`src/rtl/sat_accum_stage.sv`:
```
// Saturating frame accumulator: sums COUNT samples, decodes the first-beat one-hot select,
// and presents one stable result per frame on a valid/ready output.
module sat_accum_stage #(
    parameter int DATA_W = 8,
    parameter int COUNT  = 4
) (
    input  logic              clk,
    input  logic              rst,
    input  logic              in_valid,
    output logic              in_ready,
    input  logic [DATA_W-1:0] in_data,
    input  logic [3:0]        in_sel,
    output logic              out_valid,
    input  logic              out_ready,
    output logic [DATA_W-1:0] out_sum,
    output logic [1:0]        out_code,
    output logic              out_ovf,
    output logic              out_err
);

    typedef enum logic [1:0] {
        IDLE  = 2'd0,
        ACCUM = 2'd1,
        HOLD  = 2'd2
    } state_t;

    localparam logic [7:0] COUNT_C = 8'(COUNT);

    state_t state, state_nxt;

    logic [DATA_W-1:0] acc;
    logic [7:0]        cnt;
    logic              ovf;
    logic [1:0]        code_r;
    logic              err_r;

    logic              fire;
    logic              last_beat;
    logic [DATA_W:0]   tmp;
    logic [DATA_W-1:0] acc_nxt;
    logic              ovf_nxt;
    logic [7:0]        cnt_nxt;
    logic [1:0]        dec_code;
    logic              dec_err;

    assign fire = in_valid && in_ready;

    always_comb begin
        dec_code = 2'b00;
        dec_err  = 1'b0;
        case (in_sel)
            4'b0001: dec_code = 2'b11;
            4'b0010: dec_code = 2'b10;
            4'b0100: dec_code = 2'b01;
            4'b1000: dec_code = 2'b00;
            default: begin
                dec_code = 2'b00;
                dec_err  = 1'b1;
            end
        endcase
    end

    // The first beat of a frame loads rather than adds, so ovf restarts clean per frame.
    always_comb begin
        tmp     = {1'b0, acc} + {1'b0, in_data};
        acc_nxt = acc;
        ovf_nxt = ovf;
        cnt_nxt = cnt;
        if (state == IDLE) begin
            acc_nxt = in_data;
            ovf_nxt = 1'b0;
            cnt_nxt = 8'd1;
        end else begin
            if (tmp[DATA_W]) begin
                acc_nxt = {DATA_W{1'b1}};
                ovf_nxt = 1'b1;
            end else begin
                acc_nxt = tmp[DATA_W-1:0];
            end
            cnt_nxt = cnt + 8'd1;
        end
    end

    // COUNT >= 2, so the IDLE beat can never be the frame's last one.
    assign last_beat = fire && (state == ACCUM) && (cnt_nxt == COUNT_C);

    always_comb begin
        state_nxt = state;
        in_ready  = 1'b0;
        out_valid = 1'b0;
        case (state)
            IDLE: begin
                in_ready = 1'b1;
                if (fire) state_nxt = ACCUM;
            end
            ACCUM: begin
                in_ready = 1'b1;
                if (last_beat) state_nxt = HOLD;
            end
            HOLD: begin
                out_valid = 1'b1;
                if (out_ready) state_nxt = IDLE;
            end
            default: state_nxt = IDLE;
        endcase
    end

    always_ff @(posedge clk) begin
        if (rst) state <= IDLE;
        else     state <= state_nxt;
    end

    always_ff @(posedge clk) begin
        if (rst) begin
            acc      <= '0;
            cnt      <= '0;
            ovf      <= 1'b0;
            code_r   <= 2'b00;
            err_r    <= 1'b0;
            out_sum  <= '0;
            out_code <= 2'b00;
            out_ovf  <= 1'b0;
            out_err  <= 1'b0;
        end else begin
            if (fire) begin
                acc <= acc_nxt;
                ovf <= ovf_nxt;
                cnt <= cnt_nxt;
                if (state == IDLE) begin
                    code_r <= dec_code;
                    err_r  <= dec_err;
                end
            end
            // Result registers only change on entry to HOLD, so they are stable until the handshake.
            if (last_beat) begin
                out_sum  <= acc_nxt;
                out_ovf  <= ovf_nxt;
                out_code <= code_r;
                out_err  <= err_r;
            end
            if (state == HOLD && out_ready) cnt <= '0;
        end
    end

endmodule

```
`config.mk`:
```
export PLATFORM = sky130hd
export DESIGN_NAME = sat_accum_stage
export DESIGN_NICKNAME = d
export VERILOG_FILES = /design/src/rtl/sat_accum_stage.sv
export SDC_FILE = /design/constraint.sdc
export NUM_CORES = 1
export LEC_CHECK = 0
export ABC_AREA = 1
export CAP_MARGIN = 20
export CORE_UTILIZATION = 55
export DETAILED_ROUTE_END_ITERATION = 12
export GPL_TIMING_DRIVEN = 0
export HOLD_SLACK_MARGIN = 0.05
export PLACE_DENSITY_LB_ADDON = 0.15
export SYNTH_ARGS = -nofsm -noshare
export SYNTH_HDL_FRONTEND = slang
export SYNTH_SLANG_ARGS = --single-unit
```
`constraint.sdc`:
```
create_clock -name clk -period 3.15 [get_ports clk]
set_input_delay 0.63 -clock clk [delete_from_list [all_inputs] [get_ports clk]]
set_output_delay 0.63 -clock clk [all_outputs]
set_load 0.03 [all_outputs]
```
==> impl_metrics.ini <==
[setup_path]
crit-reg2reg-launch = acc[0]
crit_family = simple AND/OR/NAND/NOR gates
timing.critical_path.cells = clkdlybuf4s50_1 > ha_1 > fa_1 > nand3_1 > nand2_1 > a21oi_1 > nand3_1 > nand2_1 > nand2_1 > nor2_1 > nor2_1
crit_path_max_incr_delay_ns = 0.54
critical_path.reg2reg.endpoint = out_sum[6]
slowest_stage = sky130_fd_sc_hd__a21oi_1
cp-endpoint = out_sum[6]
critPathMostFrequentCell = sky130_fd_sc_hd__nand2_1
worst_path_arrival_time_ns = 3.03
cp_num_cells = 11
critPathLaunch = in_data[0]
worstSetupEndpointType = register
total_buffers_and_inverters_traversed_by_the_critical_path = 1
category_of_the_most_critical_setup_path = in2reg
r2r_slack_ns = 0.82
timing.reg2reg.worst_path_depth = 10
crit_path_start_kind = input pin
crit_path_max_fanout = 8
worstPathRequired_ns = 3.33

[cells_and_area]
flow.area_growth_from_synthesis_pct = 22.14
insertedDiodeCount = 0
drive_above_1_share_pct = 6.775
post_route_utilization_pct = 73.23
multiInputGateArea_sq_mm = 0.001166
fin_area_sq_mm = 0.002540
mostFrequentLayoutCells = 89 x sky130_fd_sc_hd__nand2_1, 57 x sky130_fd_sc_hd__nor2_1, 51 x sky130_fd_sc_hd__inv_1
area.sequential_sq_um = 680.7
design.final.nets = 395
layout_commonest_cell = sky130_fd_sc_hd__nand2_1
num-fill-cells = 310

[power]
p_leak_uw = 0.001268
vdd_ir_drop_max_mv = 0.3364
power.density_mw_per_mm2 = 422.3

[global_route]
first_global_vias = 1927
largest_net_degree_at_the_start_of_global_routing = 11
grt_remaining_overflow = 0
grt_antenna_before_repair = 0
grt_util_all_layers_pct = 24.89
first_pass_grt_wire_length_um = 7941

[drt]
finalWirelength_um = 4518
dr_total_vias = 2087
drc = 0
drt-wirelength-per-cell_um = 10.89
detail-route-antenna-nets = 0
drt_iter0_markers = 85
drt-vias-per-instance = 5.029
drt_pre_antenna_iters = 4

[sta]
worst_pin_slew_ns = 0.6674
fin_setup_tns_ns = 0
timing.final.hold_violations = 0
layout_setup_ws_ns = 0.3072
setup_viol = 0
fin_crit_sh_pct = 90.25
min_period_ns = 2.843
maximum_clock_frequency_mhz = 351.8
fin_worst_skew_ns = 0.003096
worst_slew_margin_pct = 55.51
hold_ws_ns = 0.4609
grt_setup_unrepaired = no
maxSlewViolCount = 0

[floorplan]
die-area_sq_mm = 0.004031
floorplan.die.width_um = 63.49
design.core.area_sq_mm = 0.003468
fp-row-count = 21
floorplan.initialDensity_pct = 59.96
die-height_um = 63.49
top_level_ports = 30

[clock_network]
clock_tree.buffer_depth = 2
cts_inserted_buffers = 5
cts.sink_count = 34
clk_latency_ns = 0.28
cts_hold_repair.buffers = 0
cts_root_buffer_type = sky130_fd_sc_hd__clkbuf_8
htree_levels = 2
post_cts.repair.setup_buffers = 0
cts_resized = 0
path_clk_slew_ns = 0.07
clock_tree_from_tritoncts = done

[synthesis]
yosysWarnings = 0
synth_enable_flop_cells = 0
syn-instance-count = 333
post_synth_num_cell_types = 28
synth_async_sr_flop_share_pct = 0
synth-main-ff-cell = sky130_fd_sc_hd__dfxtp_1
ys_ff_latch = 34
ys_seq_area_share_pct = 32.73
post_synth.cell_area_avg_sq_um = 6.245
synthesis.nets = 359
syn_area_sq_mm = 0.002079

[place]
detailedPlacementHpwl_um = 3386
place_area_sq_mm = 0.002427
gpl_wtd_cong = 0.8779
post-place-ws_ns = 0.03425
buffer_ports.inserted = 29

[hold_path]
hold_path.class = reg2reg
min_delay_path_depth = 2

[job]
timing.max_cap.violations = 0

[run_status]
outcome = complete, no violations
## report_power, final
part / switching [uW] / leakage (uW) / total [uW] / internal (uW)
Combinational: 120 / 0.000933 / 201 / 80.5
Sequential: 12.8 / 0.000278 / 461 / 448
Clock: 158 / 0.0000573 / 411 / 253
## synth_stat cells (3+ instances only)
library cell / count / area, sq um
sky130_fd_sc_hd__nand3_1: 28 / 140.1
sky130_fd_sc_hd__nand2_1: 89 / 334.1
sky130_fd_sc_hd__clkbuf_1: 4 / 15.01
sky130_fd_sc_hd__or2_2: 3 / 18.77
sky130_fd_sc_hd__o21ai_0: 13 / 65.06
sky130_fd_sc_hd__a21oi_1: 20 / 100.1
sky130_fd_sc_hd__dfxtp_1: 34 / 680.7
sky130_fd_sc_hd__inv_1: 51 / 191.4
sky130_fd_sc_hd__nor2_1: 57 / 214.0
sky130_fd_sc_hd__nand2_2: 4 / 25.02
sky130_fd_sc_hd__ha_1: 9 / 112.6
## flip-flops by register name, summed over array words and instances, names as in the netlist
name      flops
out_ovf       1
out_code      2
state         2
err_r         1
code_r        2
out_sum       8
acc           8
cnt           8
ovf           1
out_err       1
## per-layer routing
layer	global-route usage, %	vias up	routed length, um
met1	29.13	929	2005
li1	-	1102	-
met5	0	-	0
met3	3.986	6	239
met4	8.523	0	55
met2	45.21	50	2218
## worst min-delay path: stages (launching register included)
cell and delay, ns:
sky130_fd_sc_hd__dfxtp_1 0.31, sky130_fd_sc_hd__nand2_1 0.06, sky130_fd_sc_hd__a21oi_1 0.05
## cell families (layout without fill, tap and decap cells)
logic type,after synthesis,after routing,share of synthesized area [%]
fa+ha+maj,10,10,6.378
simple gates,193,193,39.89
xor+xnor,1,1,0.4213
compound gates,37,37,9.387
flops,34,34,32.73
buf+inv,58,94,11.19
## worst min-delay path by stage
stage,from,to,slack (ns)
after floorplan,err_r,err_r,0.43
after global placement,err_r,err_r,0.45
after detailed placement,err_r,err_r,0.45
after CTS,err_r,err_r,0.46
after global routing,err_r,err_r,0.49
final,err_r,err_r,0.46
## layout make-up
| class | count | area share (%) |
|---|---|---|
| timing repair buffer | 29 | 11.43 |
| sequential | 34 | 26.80 |
| multi-input combinational | 241 | 45.91 |
| tap | 46 | 2.266 |
| clock inverter | 1 | 1.182 |
| buffer | 6 | 1.478 |
| clock buffer | 6 | 3.251 |
| inverter | 52 | 7.685 |
## stage by stage
stage	instances	total power [uW]
after global placement	408	664.5
final	415	1073
after CTS	415	1078
after global routing	415	1123
after detailed placement	408	668.8
after floorplan	333	609.9
Power figures use the tool's default switching activity.
